--- config.mk ---
export PLATFORM = sky130hd
export DESIGN_NAME = mem_access_unit_flat
export DESIGN_NICKNAME = d
export VERILOG_FILES = /design/src/rtl/mem_access_unit_if.sv /design/src/rtl/mem_access_unit.sv /design/src/flat_wrapper.sv
export SDC_FILE = /design/constraint.sdc
export NUM_CORES = 1
export LEC_CHECK = 0
export ABC_AREA = 1
export ABC_CLOCK_PERIOD_IN_PS = 1600
export CORE_MARGIN = 1
export CORE_UTILIZATION = 44
export CTS_BUF_LIST = sky130_fd_sc_hd__clkbuf_4 sky130_fd_sc_hd__clkbuf_8
export DETAILED_ROUTE_END_ITERATION = 8
export PLACE_DENSITY = 0.81
export SLEW_MARGIN = 30
export SYNTH_ARGS = -nofsm -noshare
export SYNTH_HDL_FRONTEND = slang
export SYNTH_SLANG_ARGS = --single-unit
--- constraint.sdc ---
create_clock -name clk -period 1.6 [get_ports clk]
set_clock_uncertainty 0.15 [all_clocks]
set_input_delay 0.16 -clock clk [delete_from_list [all_inputs] [get_ports clk]]
set_output_delay 0.16 -clock clk [all_outputs]
set_load 0.005 [all_outputs]
--- src/rtl/mem_access_unit_if.sv ---
// Data-bus interface between the memory-stage access unit (master) and a
// word-organised slave.
//
// Handshake: the master raises bus_req with bus_we/bus_addr/bus_be/bus_wdata
// and holds all of them stable until the slave raises bus_ready; the
// transaction completes in the cycle where bus_req and bus_ready are both 1,
// and bus_rdata is only meaningful in that cycle. The master may abandon a
// request only on reset or on its own timeout.
interface mem_access_unit_if;
    logic        bus_req;
    logic        bus_we;
    logic [31:0] bus_addr;
    logic [3:0]  bus_be;
    logic [31:0] bus_wdata;
    logic        bus_ready;
    logic [31:0] bus_rdata;

    modport master (
        output bus_req,
        output bus_we,
        output bus_addr,
        output bus_be,
        output bus_wdata,
        input  bus_ready,
        input  bus_rdata
    );

    modport slave (
        input  bus_req,
        input  bus_we,
        input  bus_addr,
        input  bus_be,
        input  bus_wdata,
        output bus_ready,
        output bus_rdata
    );
endinterface

--- src/rtl/mem_access_unit.sv ---
// Memory-stage data-bus master. Accepts one load/store from the pipeline,
// steers store data into byte lanes, issues a word-aligned bus transaction,
// returns load lanes shifted down to bit 0 and raises address-error or
// bus-timeout exceptions. dbg_state exposes the FSM state for checkers.
module mem_access_unit #(
    parameter int TIMEOUT = 16
) (
    input  logic               clk,
    input  logic               reset,
    input  logic               req_valid,
    input  logic               req_write,
    input  logic [1:0]         req_size,
    input  logic [31:0]        req_addr,
    input  logic [31:0]        req_wdata,
    output logic               stall,
    output logic               done,
    output logic [31:0]        rdata_lane,
    output logic               exc_valid,
    output logic [4:0]         exc_code,
    output logic [1:0]         dbg_state,
    mem_access_unit_if.master  bus
);

    localparam int CW = (TIMEOUT > 2) ? $clog2(TIMEOUT) : 1;
    localparam logic [CW-1:0] CNT_LAST = CW'(TIMEOUT - 1);

    localparam logic [4:0] EXC_ADEL = 5'd4;
    localparam logic [4:0] EXC_ADES = 5'd5;
    localparam logic [4:0] EXC_DBE  = 5'd7;

    typedef enum logic [1:0] {
        ST_IDLE = 2'd0,
        ST_BUSY = 2'd1,
        ST_RESP = 2'd2
    } state_t;

    state_t state, state_nxt;

    // Latched transaction context, stable for the whole BUSY phase.
    logic [29:0]   addr_q;
    logic          we_q;
    logic [3:0]    be_q;
    logic [31:0]   wdata_q;
    logic [1:0]    size_q;
    logic [1:0]    lane_q;
    logic [CW-1:0] cnt_q;
    logic [31:0]   rdata_q;
    logic          exc_to_q;

    logic          misaligned;
    logic [3:0]    be_calc;
    logic [31:0]   wdata_calc;
    logic [31:0]   load_data;
    logic [31:0]   rdata_shift;
    logic          accept;
    logic          timeout_hit;

    // Address alignment check for the incoming request.
    always_comb begin
        misaligned = 1'b0;
        case (req_size)
            2'd0:    misaligned = 1'b0;
            2'd1:    misaligned = req_addr[0];
            2'd2:    misaligned = (req_addr[1:0] != 2'b00);
            default: misaligned = 1'b1;
        endcase
    end

    // Byte-enable and lane-replicated store data for the incoming request.
    always_comb begin
        be_calc    = 4'b1111;
        wdata_calc = req_wdata;
        case (req_size)
            2'd0: begin
                be_calc    = 4'b0001 << req_addr[1:0];
                wdata_calc = {4{req_wdata[7:0]}};
            end
            2'd1: begin
                be_calc    = req_addr[1] ? 4'b1100 : 4'b0011;
                wdata_calc = {2{req_wdata[15:0]}};
            end
            default: begin
                be_calc    = 4'b1111;
                wdata_calc = req_wdata;
            end
        endcase
    end

    // Shift the addressed load lanes down to bit 0, upper bits zero.
    always_comb begin
        rdata_shift = bus.bus_rdata >> {lane_q, 3'b000};
        load_data   = bus.bus_rdata;
        case (size_q)
            2'd0:    load_data = {24'h0, rdata_shift[7:0]};
            2'd1:    load_data = lane_q[1] ? {16'h0, bus.bus_rdata[31:16]}
                                           : {16'h0, bus.bus_rdata[15:0]};
            default: load_data = bus.bus_rdata;
        endcase
    end

    // FSM next state and handshake outputs. The cycle carrying a timeout
    // exception ignores req_valid so an exception never coincides with a new
    // acceptance.
    always_comb begin
        state_nxt   = state;
        accept      = 1'b0;
        timeout_hit = 1'b0;
        stall       = 1'b0;
        done        = 1'b0;
        exc_valid   = exc_to_q;
        exc_code    = exc_to_q ? EXC_DBE : 5'd0;
        case (state)
            ST_IDLE: begin
                if (req_valid && !exc_to_q) begin
                    if (misaligned) begin
                        exc_valid = 1'b1;
                        exc_code  = req_write ? EXC_ADES : EXC_ADEL;
                    end else begin
                        accept    = 1'b1;
                        stall     = 1'b1;
                        state_nxt = ST_BUSY;
                    end
                end
            end
            ST_BUSY: begin
                stall = 1'b1;
                if (bus.bus_ready) begin
                    state_nxt = ST_RESP;
                end else if (cnt_q == CNT_LAST) begin
                    timeout_hit = 1'b1;
                    state_nxt   = ST_IDLE;
                end
            end
            ST_RESP: begin
                done      = 1'b1;
                state_nxt = ST_IDLE;
            end
            default: state_nxt = ST_IDLE;
        endcase
    end

    // FSM state register.
    always_ff @(posedge clk) begin
        if (reset) begin
            state <= ST_IDLE;
        end else begin
            state <= state_nxt;
        end
    end

    // Transaction context, wait counter, load result and timeout pulse.
    always_ff @(posedge clk) begin
        if (reset) begin
            addr_q   <= '0;
            we_q     <= 1'b0;
            be_q     <= '0;
            wdata_q  <= '0;
            size_q   <= '0;
            lane_q   <= '0;
            cnt_q    <= '0;
            rdata_q  <= '0;
            exc_to_q <= 1'b0;
        end else begin
            exc_to_q <= timeout_hit;
            if (accept) begin
                addr_q  <= req_addr[31:2];
                we_q    <= req_write;
                be_q    <= be_calc;
                wdata_q <= wdata_calc;
                size_q  <= req_size;
                lane_q  <= req_addr[1:0];
                cnt_q   <= '0;
            end else if (state == ST_BUSY) begin
                if (bus.bus_ready) begin
                    rdata_q <= we_q ? 32'h0 : load_data;
                end else if (!timeout_hit) begin
                    cnt_q <= cnt_q + CW'(1);
                end
            end
        end
    end

    assign bus.bus_req   = (state == ST_BUSY);
    assign bus.bus_we    = we_q;
    assign bus.bus_addr  = {addr_q, 2'b00};
    assign bus.bus_be    = be_q;
    assign bus.bus_wdata = wdata_q;
    assign rdata_lane    = rdata_q;
    assign dbg_state     = state;

endmodule

--- src/flat_wrapper.sv ---
// flat-port wrapper written by rule: the top's interface ports become plain ports
module mem_access_unit_flat 
#(
    parameter int TIMEOUT = 16
)
  (clk, reset, req_valid, req_write, req_size, req_addr, req_wdata, stall, done, rdata_lane, exc_valid, exc_code, dbg_state, bus_bus_req, bus_bus_we, bus_bus_addr, bus_bus_be, bus_bus_wdata, bus_bus_ready, bus_bus_rdata);
  mem_access_unit_if bus_i ();
  input  logic clk;
  input  logic reset;
  input  logic req_valid;
  input  logic req_write;
  input  logic [1:0] req_size;
  input  logic [31:0] req_addr;
  input  logic [31:0] req_wdata;
  output logic stall;
  output logic done;
  output logic [31:0] rdata_lane;
  output logic exc_valid;
  output logic [4:0] exc_code;
  output logic [1:0] dbg_state;
  output wire logic [$bits(bus_i.bus_req)-1:0] bus_bus_req;
  output wire logic [$bits(bus_i.bus_we)-1:0] bus_bus_we;
  output wire logic [$bits(bus_i.bus_addr)-1:0] bus_bus_addr;
  output wire logic [$bits(bus_i.bus_be)-1:0] bus_bus_be;
  output wire logic [$bits(bus_i.bus_wdata)-1:0] bus_bus_wdata;
  input wire logic [$bits(bus_i.bus_ready)-1:0] bus_bus_ready;
  input wire logic [$bits(bus_i.bus_rdata)-1:0] bus_bus_rdata;
  assign bus_bus_req = bus_i.bus_req;
  assign bus_bus_we = bus_i.bus_we;
  assign bus_bus_addr = bus_i.bus_addr;
  assign bus_bus_be = bus_i.bus_be;
  assign bus_bus_wdata = bus_i.bus_wdata;
  assign bus_i.bus_ready = bus_bus_ready;
  assign bus_i.bus_rdata = bus_bus_rdata;
  mem_access_unit #(.TIMEOUT(TIMEOUT)) u_core (.clk(clk), .reset(reset), .req_valid(req_valid), .req_write(req_write), .req_size(req_size), .req_addr(req_addr), .req_wdata(req_wdata), .stall(stall), .done(done), .rdata_lane(rdata_lane), .exc_valid(exc_valid), .exc_code(exc_code), .dbg_state(dbg_state), .bus(bus_i));
endmodule
==> results_dict.tcl, run 1 <==
set metrics [dict create \
    rsz0062_at_grt "true" \
    hold_start "req_addr[1]" \
    cpPeakStageDelay_ns 0.35 \
    maxCapViolCount 0 \
    nets 1063 \
    numPortBuffers 210 \
    numCtsBuffers 9 \
    syn_area_um2 4921 \
    synth_xor_area_share_pct 0 \
    finalHoldViolCount 0 \
    grt_pass1_wl_um 23690 \
    min_delay_path_depth 4 \
    final_core_util_pct 70.27 \
    r2r-start "u_core.dbg_state[1]" \
    outcome "finished, violations left" \
    n_fill_cell 927 \
    synth.mux.area_fraction_pct 0 \
    clockRootBuffer "clkbuf_8" \
    yosys.area_share.adder_pct 0.2543 \
    r2r_setup_slack_ns -0.008 \
    violations "negative setup slack" \
    grt_pass1_vias 4746 \
    path_clk_slew_ns 0.11 \
    grt.total_usage_pct 26.11 \
    gp_congestion 0.9358 \
    dpl_cell_area_um2 7325 \
    leakagePower_nw 3.639 \
    fp-row-count 38 \
    area_growth_pct 55.48 \
    criticalPathCategory "flop to flop" \
    cts_max_path_buffers 2 \
    drive_gt1_share_pct 11.83 \
    synthDistinctLibCells 24 \
    dp_cells 1086 \
    synth-simple-area-share_pct 36.26 \
    diodes 0 \
    drc 0 \
    synth-seq-cells 110 \
    cp.required_ns 1.73 \
    cts_sinks 110 \
    start_util_pct 45.20 \
    vdd_drop_max_mv 0.5683 \
    die_area_um2 11610 \
    synth-seq-area-share_pct 44.75 \
    via_per_inst 4.848 \
    drt-total-wl_um 15290 \
    total_power_mw 5.923 \
    syn_area_per_cell_um2 6.659 \
    core_area_um2 10890 \
    critPathCaptureType "flop" \
    period_share_pct 100.5 \
    rr_worst_depth 7 \
    wl_per_cell_um 13.85 \
    post-route-min-period_ns 1.608 \
    setup_ws_ns -0.008251 \
    drt_iter0_markers 419 \
    drv_slew 0 \
    dpl.hpwl_um 11160 \
    antenna_found_initial 0 \
    setup_tns_ns -0.008251 \
    htreeDepth 3 \
    power_density_nw_per_um2 774.2 \
    die_w_um 107.8 \
    worstReg2RegEnd "u_core.addr_q[8]" \
    synth_cells 739 \
    ant_nets 0 \
    grt.overflow.total 0 \
    path_max_fanout 40 \
    synth_top_family_by_area "simple AND/OR/NAND/NOR gates" \
    yosys_warnings 0 \
    hp-class "input pin to flop" \
    fmax_mhz 621.8 \
    vias 5352 \
    arrival_ns 1.73 \
    clock_latency_ns 0.38 \
    hold_end "u_core.lane_q[1]" \
    cp_cell_sequence "nor2_4 > buf_6 > nand4_4 > buf_4 > buf_12 > o21ai_0 > nor2_1" \
    worst_setup_path_start_kind "flop" \
    holdWs_ns 0.1708 \
    die_h_um 107.8 \
    pre_cts_ws_ns -0.3794 \
    tritoncts "done" \
    fin_cells 1104 \
    num_io_pins 215 \
    cpMaxStageDelayCell "dfxtp_2" \
    dr.pass1.iters 7 \
    cts-hold-fix-buffers 0 \
    finish.instance_area_um2 7651 \
    setup_viol 1 \
    grt_start_max_net_pins 51 \
    synth-compound-area-share_pct 10.32 \
]
[layout by cell type, fill, tap and decap left out, drive strengths merged]
cell,n
clkinvlp,3
o211ai,8
nand2,242
dlygate4sd2,8
clkinv,2
dfxtp,110
nor3,1
buf,46
a21oi,26
ha,1
inv,41
o21ai,62
or2,1
dlymetal6s2s,19
clkbuf,12
nand3,55
nor4,1
clkdlybuf4s50,178
nand4,1
conb,4
nor2,143
[worst max-delay path, delay by kind of cell (launching register included)]
kind | cells | cell delay [ns]
flip-flops | 1 | 0.35
AND/OR/NAND/NOR | 3 | 0.31
AO/OA/AOI/OAI | 1 | 0.21
buffers and inverters | 3 | 0.47
[metal layers]
| layer | vias up | part of all wire, % | GRT usage [%] |
|---|---|---|---|
| met4 | 0 | 2.2 | 9.002 |
| li1 | 2754 | - | - |
| met5 | - | 0 | 0 |
| met3 | 26 | 5.7 | 4.661 |
| met2 | 198 | 47 | 42.77 |
| met1 | 2374 | 45 | 34.41 |
[registers in the layout (all words and copies together), names as in the netlist]
register,count
u_core.addr_q,30
u_core.cnt_q,4
u_core.bus.bus_we,1
u_core.bus.bus_wdata,32
u_core.exc_to_q,1
u_core.lane_q,2
u_core.dbg_state,2
u_core.size_q,2
u_core.rdata_lane,32
u_core.bus.bus_be,4
[where the power goes]
group	switching [mW]	internal (mW)
combinational	0.601	0.711
clock	1.05	0.599
sequential	0.0783	2.89
[worst max path at each step]
stage | cells past startpoint | start | endpoint | slack (ns)
6_report | 7 | u_core.dbg_state[1] | u_core.addr_q[8] | -0.008
5_1_grt | 5 | u_core.dbg_state[1] | stall | -0.05
4_1_cts | 5 | u_core.dbg_state[0] | stall | -0.07
3_5_place_dp | 6 | req_size[1] | exc_code[0] | -0.38
3_3_place_gp | 6 | req_size[1] | exc_code[0] | -0.38
2_1_floorplan | 5 | u_core.dbg_state[1] | u_core.addr_q[0] | 0.19
[layout make-up]
cell class | instances | area [µm²] | area share, %
Clock buffer | 9 | 123.9 | 1.619
Clock inverter | 7 | 67.56 | 0.8831
Inverter | 39 | 148.9 | 1.946
Multi-Input combinational cell | 545 | 2352 | 30.74
Sequential cell | 110 | 2240 | 29.27
Tap cell | 140 | 175.2 | 2.289
Timing Repair Buffer | 254 | 2544 | 33.25
[cell usage after synthesis]
master	count	area (µm²)
buf_4	7	52.55
o21ai_2	2	17.52
nand3_1	55	275.3
nand2_1	241	904.6
nor2_1	140	525.5
buf_6	5	56.30
a21oi_1	26	130.1
clkinv_2	1	5.000
or2_2	1	6.260
conb_1	1	3.750
dfxtp_1	110	2202
inv_1	36	135.1
inv_2	1	3.750
nand2_2	1	6.260
nor2_4	3	33.78
nand4_4	1	21.27
buf_2	15	75.07
ha_1	1	12.51
nor3_1	1	5.000
clkbuf_1	21	78.83
clkinv_1	1	3.750
nor4_1	1	6.260
o211ai_1	8	60.06
o21ai_0	60	300.3
[cell families (layout without fill, tap and decap cells)]
logic type / count (synthesis) / count (layout)
and+or+nand+nor: 444 / 444
adders and majority gates: 1 / 1
buffers and inverters: 87 / 309
other: 1 / 4
AOI/OAI and AO/OA: 96 / 96
DFF: 110 / 110
[timing repair]
item / in CTS / in global routing
resized for setup: 35 / 83
pin swaps: 5 / 5
buffers inserted: 0 / 1
gates cloned: 0 / 1
setup endpoints to repair: 14 / 79
Note: power is estimated with default switching activity, not from simulation.
==> run 2: changes to the inputs <==
- REMOVE_ABC_BUFFERS: not set -> 1
==> run 2 against run 1 <==
Net effect: the flow still finishes with violations (negative setup slack); largest cell class unchanged; register-to-register slack worse by 0.099 ns; sequential power hardly changed; highest routed layer unchanged; fmax is 5.8% lower; sequential cell count stayed put.
==> results_dict.tcl, run 2 (same netlist as run 1, synthesis figures left out) <==
set metrics [dict create \
    drt-total-wl_um 17940 \
    holdWs_ns 0.2214 \
    area_growth_pct 77.04 \
    via_per_inst 5.137 \
    grt.total_usage_pct 28.40 \
    drc 0 \
    power_density_nw_per_um2 742.5 \
    drt_iter0_markers 290 \
    dpl.hpwl_um 10600 \
    worstReg2RegEnd "u_core.addr_q[15]" \
    setup_tns_ns -1.673 \
    numPortBuffers 210 \
    tritoncts "done" \
    num_io_pins 215 \
    grt_pass1_wl_um 25640 \
    layout_common_cells "227 x nand2_1, 178 x clkdlybuf4s50_1, 83 x nor2_1, 67 x dfxtp_1, 52 x nand3_1" \
    r2r-start "u_core.dbg_state[0]" \
    maxCapViolCount 0 \
    antenna_found_initial 0 \
    numCtsBuffers 9 \
    arrival_ns 1.82 \
    post-route-min-period_ns 1.708 \
    n_fill_cell 700 \
    r2r_setup_slack_ns -0.11 \
    crit_family "buffers and inverters" \
    rsz0062_at_grt "true" \
    rr_worst_depth 7 \
    criticalPathCategory "flop to flop" \
    die_area_um2 11610 \
    grt.overflow.total 0 \
    clock_latency_ns 0.36 \
    cts_sinks 110 \
    cp.required_ns 1.71 \
    setup_viol 64 \
    start_util_pct 45.20 \
    path_clk_slew_ns 0.11 \
    setup_ws_ns -0.1078 \
    wl_per_cell_um 15.87 \
    grt_pass1_vias 5212 \
    hold_start "req_size[0]" \
    worst_setup_path_start_kind "flop" \
    final_core_util_pct 80.02 \
    die_w_um 107.8 \
    cts-hold-fix-buffers 0 \
    drive_gt1_share_pct 25.73 \
    cpPeakStageDelay_ns 0.35 \
    path_max_fanout 11 \
    min_delay_path_depth 4 \
    ant_nets 0 \
    fmax_mhz 585.6 \
    worst-path-buf-inv 3 \
    total_power_mw 6.469 \
    violations "negative setup slack" \
    core_area_um2 10890 \
    dr.pass1.iters 5 \
    leakagePower_nw 4.054 \
    final_common_cell "nand2_1" \
    critPathCaptureType "flop" \
    gp_congestion 0.8620 \
    drv_slew 0 \
    cp_cell_sequence "nor2_4 > buf_6 > nand4_4 > buf_8 > bufbuf_16 > o21ai_1 > nor2_1" \
    htreeDepth 3 \
    fp-row-count 38 \
    clockRootBuffer "clkbuf_8" \
    grt_start_max_net_pins 44 \
    diodes 0 \
    cpMaxStageDelayCell "dfxtp_2" \
    vias 5810 \
    outcome "finished, violations left" \
    finalHoldViolCount 0 \
    hp-class "input pin to flop" \
    vdd_drop_max_mv 0.4743 \
    cts_max_path_buffers 2 \
    nets 1090 \
    hold_end "u_core.size_q[0]" \
    period_share_pct 106.7 \
    die_h_um 107.8 \
]
[run 2: changes by cell type in the layout (fill, tap and decap cells not counted), sizes merged]
cell           before  now
bufinv              0    1
bufbuf              0    1
clkinvlp            3    2
dlygate4sd2         8    5
clkdlybuf4s15       0    2
dlymetal6s2s       19   21
clkbuf             12   11
buf                46   71
clkinv              2    3
[run 2: worst max-delay path by stage]
stage                   startpoint           endpoint  slack [ns]  cells past startpoint
2_1_floorplan  u_core.dbg_state[1]   u_core.lane_q[1]       -0.66                      5
3_3_place_gp           req_size[1]        exc_code[0]       -0.44                      6
3_5_place_dp           req_size[1]  u_core.addr_q[17]       -0.46                      8
4_1_cts        u_core.dbg_state[1]        exc_code[0]       -0.15                      6
5_1_grt        u_core.dbg_state[0]   u_core.addr_q[2]       -0.17                      8
6_report       u_core.dbg_state[0]  u_core.addr_q[15]       -0.11                      7
[run 2: layout make-up]
class                   instances  area (µm²)  area share (%)
clock inverters                 7       81.33          0.9335
flip-flops and latches        110        2263           25.98
well taps                     140       175.2           2.011
repair inverters                1       16.27          0.1867
multi-input cells             545        2851           32.73
clock buffers                   9       123.9           1.422
repair buffers                280        3023           34.70
inverters                      39       177.7           2.039
[run 2: through the flow]
step	instances	cell area, µm²	worst slack [ns]
after floorplan	694	4669	-0.6624
after detailed placement	1087	7357	-0.4601
after global routing	1131	8712	-0.1744
after global placement	1087	7357	-0.4422
after CTS	1119	8159	-0.1523
final	1131	8712	-0.1078
[run 2: where the power goes]
group          total [mW]  internal (mW)  switching, mW
Clock                1.75          0.750          0.999
Combinational        1.73          0.936          0.791
Sequential           2.99           2.89          0.102
[run 2: worst reg2reg max path: stages (launching register included)]
cell and delay (ns):
dfxtp_2 0.35, nor2_4 0.12, buf_6 0.12, nand4_4 0.14
buf_8 0.19, bufbuf_16 0.30, o21ai_1 0.19, nor2_1 0.07
[run 2: timing repair]
action | CTS | global route
pin swaps | 6 | 35
resized for setup | 165 | 159
gates cloned | 8 | 3
setup endpoints to repair | 81 | 158
setup buffers | 8 | 12
[run 2: metal layers]
layer | up-vias | global-route usage [%] | wire length, µm
li1 | 2823 | - | -
met1 | 2693 | 32.62 | 6910
met2 | 259 | 50.18 | 8970
met3 | 35 | 7.748 | 1639
met4 | 0 | 10.08 | 424
met5 | - | 0 | 0
